==> config.mk <==
export PLATFORM = sky130hd
export DESIGN_NAME = bbs_sequencer_flat
export DESIGN_NICKNAME = d
export VERILOG_FILES = /design/src/rtl/bbs_sequencer_if.sv /design/src/rtl/bbs_sequencer.sv /design/src/flat_wrapper.sv
export SDC_FILE = /design/constraint.sdc
export NUM_CORES = 1
export LEC_CHECK = 0
export BUFFER_PORTS_ARGS = -buffer_cell sky130_fd_sc_hd__buf_2
export CORE_MARGIN = 2
export CORE_UTILIZATION = 53
export CTS_CLUSTER_DIAMETER = 50
export DETAILED_ROUTE_END_ITERATION = 10
export GPL_ROUTABILITY_DRIVEN = 0
export PLACE_DENSITY = 0.88
export SYNTH_ARGS = -nofsm -noshare
export SYNTH_HDL_FRONTEND = slang
export SYNTH_SLANG_ARGS = --single-unit
==> constraint.sdc <==
create_clock -name clk -period 1.9 [get_ports clk]
set_input_delay 0.19 -clock clk [delete_from_list [all_inputs] [get_ports clk]]
set_output_delay 0.19 -clock clk [all_outputs]
set_load 0.1 [all_outputs]
==> src/rtl/bbs_sequencer_if.sv <==
// Start/done handshake between the BBS sequencer (master) and the external
// multi-cycle modular squarer (slave).
interface bbs_sequencer_if #(
  parameter int W = 16
);
  logic         mul_start;
  logic [W-1:0] mul_x;
  logic         mul_done;
  logic [W-1:0] mul_out;

  modport master (output mul_start, output mul_x, input mul_done, input mul_out);
  modport slave  (input mul_start, input mul_x, output mul_done, output mul_out);
endinterface

==> src/rtl/bbs_sequencer.sv <==
// Blum-Blum-Shub control: steps an external squarer NBITS times per request,
// shifts in the LSB of each result and serves the number bytewise.
module bbs_sequencer #(
  parameter int  SEED_W    = 16,
  parameter int  SEED_INIT = 884,
  parameter int  NBITS     = 256,
  parameter int  TIMEOUT   = 64,
  localparam int SEL_W     = (NBITS > 8) ? $clog2(NBITS / 8) : 1
) (
  input  logic              clk,
  input  logic              reset,
  input  logic              gen_req_i,
  input  logic              seed_load_i,
  input  logic [SEED_W-1:0] seed_in_i,
  bbs_sequencer_if.master   mul,
  output logic              busy_o,
  output logic              done_o,
  output logic              err_o,
  input  logic [SEL_W-1:0]  byte_sel_i,
  output logic [7:0]        byte_out_o,
  output logic [NBITS-1:0]  number_o
);
  localparam int CNT_W = $clog2(NBITS);
  localparam int WD_W  = (TIMEOUT > 2) ? $clog2(TIMEOUT) : 1;

  typedef enum logic [2:0] {
    S_IDLE    = 3'd0,
    S_ISSUE   = 3'd1,
    S_WAIT    = 3'd2,
    S_HARVEST = 3'd3,
    S_FINISH  = 3'd4
  } state_t;

  state_t            state_q;
  logic [SEED_W-1:0] seed_q;
  logic [SEED_W-1:0] result_q;
  logic [SEED_W-1:0] seed_load_d;
  logic [NBITS-1:0]  number_q;
  logic [CNT_W-1:0]  cnt_q;
  logic [WD_W-1:0]   wd_q;
  logic              mul_start_q;
  logic              busy_q;
  logic              done_q;
  logic              err_q;
  logic [7:0]        byte_d;
  logic [7:0]        byte_q;

  // 0 and 1 are fixed points of x^2 mod M, so they fall back to the default seed
  always_comb begin
    if (seed_in_i < SEED_W'(2)) begin
      seed_load_d = SEED_W'(SEED_INIT);
    end else begin
      seed_load_d = seed_in_i;
    end
  end

  always_comb begin
    byte_d = 8'(number_q >> {byte_sel_i, 3'b000});
  end

  // Sequencer FSM with all control outputs registered
  always_ff @(posedge clk) begin
    if (reset) begin
      state_q     <= S_IDLE;
      seed_q      <= SEED_W'(SEED_INIT);
      result_q    <= '0;
      number_q    <= '0;
      cnt_q       <= '0;
      wd_q        <= '0;
      mul_start_q <= 1'b0;
      busy_q      <= 1'b0;
      done_q      <= 1'b0;
      err_q       <= 1'b0;
    end else begin
      mul_start_q <= 1'b0;
      done_q      <= 1'b0;
      case (state_q)
        S_IDLE: begin
          if (gen_req_i) begin
            number_q    <= '0;
            err_q       <= 1'b0;
            cnt_q       <= '0;
            busy_q      <= 1'b1;
            mul_start_q <= 1'b1;
            state_q     <= S_ISSUE;
          end else if (seed_load_i) begin
            seed_q <= seed_load_d;
          end else begin
            state_q <= S_IDLE;
          end
        end
        S_ISSUE: begin
          wd_q    <= '0;
          state_q <= S_WAIT;
        end
        S_WAIT: begin
          if (mul.mul_done) begin
            result_q <= mul.mul_out;
            state_q  <= S_HARVEST;
          end else begin
            wd_q <= wd_q + WD_W'(1);
            // abort lands err exactly TIMEOUT cycles after mul_start
            if (wd_q == WD_W'(TIMEOUT - 2)) begin
              err_q   <= 1'b1;
              busy_q  <= 1'b0;
              state_q <= S_IDLE;
            end else begin
              state_q <= S_WAIT;
            end
          end
        end
        S_HARVEST: begin
          seed_q   <= result_q;
          number_q <= {number_q[NBITS-2:0], result_q[0]};
          cnt_q    <= cnt_q + CNT_W'(1);
          if (cnt_q == CNT_W'(NBITS - 1)) begin
            busy_q  <= 1'b0;
            done_q  <= 1'b1;
            state_q <= S_FINISH;
          end else begin
            mul_start_q <= 1'b1;
            state_q     <= S_ISSUE;
          end
        end
        S_FINISH: begin
          state_q <= S_IDLE;
        end
        default: begin
          busy_q  <= 1'b0;
          state_q <= S_IDLE;
        end
      endcase
    end
  end

  // Byte read-out register, independent of the FSM
  always_ff @(posedge clk) begin
    if (reset) begin
      byte_q <= 8'h00;
    end else begin
      byte_q <= byte_d;
    end
  end

  assign mul.mul_start = mul_start_q;
  assign mul.mul_x     = seed_q;
  assign busy_o        = busy_q;
  assign done_o        = done_q;
  assign err_o         = err_q;
  assign byte_out_o    = byte_q;
  assign number_o      = number_q;
endmodule

==> src/flat_wrapper.sv <==
// flat-port wrapper written by rule: the top's interface ports become plain ports
module bbs_sequencer_flat 
#(
  parameter int  SEED_W    = 16,
  parameter int  SEED_INIT = 884,
  parameter int  NBITS     = 256,
  parameter int  TIMEOUT   = 64,
  localparam int SEL_W     = (NBITS > 8) ? $clog2(NBITS / 8) : 1
)
  (clk, reset, gen_req_i, seed_load_i, seed_in_i, busy_o, done_o, err_o, byte_sel_i, byte_out_o, number_o, mul_mul_start, mul_mul_x, mul_mul_done, mul_mul_out);
  bbs_sequencer_if mul_i ();
  input  logic clk;
  input  logic reset;
  input  logic gen_req_i;
  input  logic seed_load_i;
  input  logic [SEED_W-1:0] seed_in_i;
  output logic busy_o;
  output logic done_o;
  output logic err_o;
  input  logic [SEL_W-1:0] byte_sel_i;
  output logic [7:0] byte_out_o;
  output logic [NBITS-1:0] number_o;
  output wire logic [$bits(mul_i.mul_start)-1:0] mul_mul_start;
  output wire logic [$bits(mul_i.mul_x)-1:0] mul_mul_x;
  input wire logic [$bits(mul_i.mul_done)-1:0] mul_mul_done;
  input wire logic [$bits(mul_i.mul_out)-1:0] mul_mul_out;
  assign mul_mul_start = mul_i.mul_start;
  assign mul_mul_x = mul_i.mul_x;
  assign mul_i.mul_done = mul_mul_done;
  assign mul_i.mul_out = mul_mul_out;
  bbs_sequencer #(.SEED_W(SEED_W), .SEED_INIT(SEED_INIT), .NBITS(NBITS), .TIMEOUT(TIMEOUT)) u_core (.clk(clk), .reset(reset), .gen_req_i(gen_req_i), .seed_load_i(seed_load_i), .seed_in_i(seed_in_i), .mul(mul_i), .busy_o(busy_o), .done_o(done_o), .err_o(err_o), .byte_sel_i(byte_sel_i), .byte_out_o(byte_out_o), .number_o(number_o));
endmodule
==> reports/metrics.cfg <==
[synthesis]
synthArstFlopShare_pct = 0
avgSynthCellArea_um2 = 12.1
synth_top_family_by_area = compound AO/OA/AOI/OAI gates
ys.warnings.count = 0
synthFlopType = dfxtp_1
ys_seq_area_share_pct = 51.6
synth_nets = 1062
synthAdderAreaFrac_pct = 0.305
synthXorXnorAreaFrac_pct = 0.784
synth_edf_count = 0
synth-compound-area-share_pct = 24.8
synthDistinctLibCells = 52
synthMuxAreaShare_pct = 13.0
syn-instance-count = 1017
syn_area_um2 = 12300
synth_simple_gate_area_share_pct = 5.07
ys_ff_latch = 317

[final_layout]
nets = 1405
final_area_um2 = 16000
drive_gt1_share_pct = 41.8
seq_area_um2 = 6430
multi_input_area_um2 = 5460
final_cell_mix = buf_2, a22o_1, dfxtp_1
num_antenna_cells = 0
final.fill_count = 1515
areaGrowthSynthToFinish_pct = 30.0
layout_commonest_cell = buf_2

[timing]
worst_clock_skew_ns = 0.0117
worst_slew_pin_slew_ns = 0.653
final.setup.tns_ns = 0
finalSetupViolCount = 0
slew_headroom_pct = 56.4
fin_crit_sh_pct = 97.4
holdWs_ns = 0.0183
rsz0062_at_grt = false
timing_hold_violations_final = 0
drv_slew = 0
period_needed_ns = 1.85
fmax_mhz = 540

[global_routing]
grt-ovfl-total = 0
grt_max_degree = 54
grt_pass1_wl_mm = 59.6
antenna_found_initial = 0
grt_use_total_pct = 31.0
first_global_vias = 10200

[floorplan]
core_um2 = 22700
die-area_um2 = 24400
start_util_pct = 54.1
io_pins = 326
row_count = 55
fp.dieH_um = 156
die_x_um = 156

[power]
ir_drop_uv = 692
leakage_nw = 7.01
powerDensity_nw_per_um2 = 925

[place]
placed_cell_area_um2 = 14400
port_buffers = 325
place_hpwl_mm = 25.7

[setup_path]
crit_path_start_kind = register
max_stage_delay_ns = 0.58
cp-end-kind = register
critPathRequiredTime_ns = 2.28
criticalPathCategory = reg -> reg
worst_path_max_delay_cell = or4b_4
crit_arrival_ns = 2.23
path_buf_inv = 0
crit_chain = or4b_4, a21o_2, nor4_1, o21bai_1
crit_family = simple AND/OR/NAND/NOR gates
cp_max_fo = 12

[hold_path]
hold_path_class = in -> reg

[route]
antenna_left = 0
viasPerCell = 6.48
drtIter0Drc = 1067
num_vias = 10800
drt-total-wl_mm = 39.5
wl_per_cell_um = 23.7
remaining_drc_errors = 0
first_pass_iters = 6

[cts]
cts_tree = done
cts_buffers = 35
ctsHtreeMaxLevel = 2
clk_path_buf_depth = 3
clk_latency_ns = 0.50
cts.clk_slew.worst_paths_ns = 0.06
clock-root-buffer = clkbuf_16
cts.sinks = 317

[run_status]
status = finished clean

[job]
cap_violations = 0

-- path summary, 6_finish.rpt --
check	slack, ns	cells past startpoint	from	endpoint
worst max-delay path	0.05	4	u_core.state_q[0]	u_core.mul.mul_x[8]
worst min-delay path	0.02	3	gen_req_i	u_core.busy_o
worst max register to register	0.05	4	u_core.state_q[0]	u_core.mul.mul_x[8]
worst min register to register	0.47	2	u_core.result_q[7]	u_core.result_q[7]
-- registers in the layout (all words and copies together) (netlist names) --
register / flops
u_core.busy_o: 1
u_core.byte_out_o: 8
u_core.err_o: 1
u_core.done_o: 1
u_core.wd_q: 6
u_core.result_q: 16
u_core.cnt_q: 8
u_core.mul.mul_x: 16
u_core.mul.mul_start: 1
u_core.state_q: 3
u_core.number_o: 256
-- Yosys cell counts, types with 7 or more instances --
cell	count	area, um2
nor2_1	30	113
xnor2_1	11	96.3
a22o_1	256	2240
buf_2	67	335
clkbuf_1	15	56.3
o21ai_0	7	35.0
nand4_1	8	50.1
nand2_1	51	191
buf_4	8	60.1
a31oi_1	8	50.1
a221o_1	8	80.1
mux2i_1	34	340
a21oi_1	27	135
nor4_1	9	56.3
a22oi_1	14	105
dfxtp_1	317	6350
mux4_2	56	1260
-- power by group --
part | leakage (nW) | internal (mW) | switching (mW)
clock | 0.565 | 4.05 | 2.72
sequential | 2.59 | 6.70 | 0.0406
combinational | 3.85 | 0.397 | 0.868
total | 7.01 | 11.2 | 3.63
-- stage by stage --
stage,setup slack (ns),power (mW),cells,utilization [%]
floorplan,0.00258,7.73,1017,-
global placement,0.0764,8.01,1574,63.6
detailed placement,0.00446,8.03,1574,63.6
CTS,0.0156,14.8,1665,70.1
global route,0.0117,15.2,1668,70.3
finish,0.0495,14.8,1668,70.3
-- cell families after synthesis --
group,count (synthesis)
mux,90
buf+inv,105
compound gates,363
flops,317
simple gates,128
xor+xnor,11
fa+ha+maj,3
-- repair_timing --
item,in CTS,in global routing
gates cloned,1,0
resized for setup,1,5
hold buffers,30,0
pin swaps,1,1
setup buffers,0,3
setup endpoints to repair,48,133
endpoints found under the hold margin,33,0
-- metal layers --
metal	wire length [um]	global-route usage, %	vias up
li1	-	-	4677
met1	15500	39.6	5343
met2	19200	51.2	658
met3	3320	6.81	131
met4	1490	12.6	0
met5	0	0	-
-- worst min-delay path: stages --
cell	delay (ns)
buf_2	0.12
nand3b_1	0.10
a21oi_1	0.06
-- area by class of cell --
type | count | share of cell area [%]
Sequential cell | 317 | 40.3
Tap cell | 285 | 2.23
Clock buffer | 48 | 6.37
Multi-Input combinational cell | 596 | 34.2
Clock inverter | 12 | 0.862
Inverter | 6 | 0.141
Timing Repair Buffer | 404 | 15.9
(Power assumes the default switching activity.)
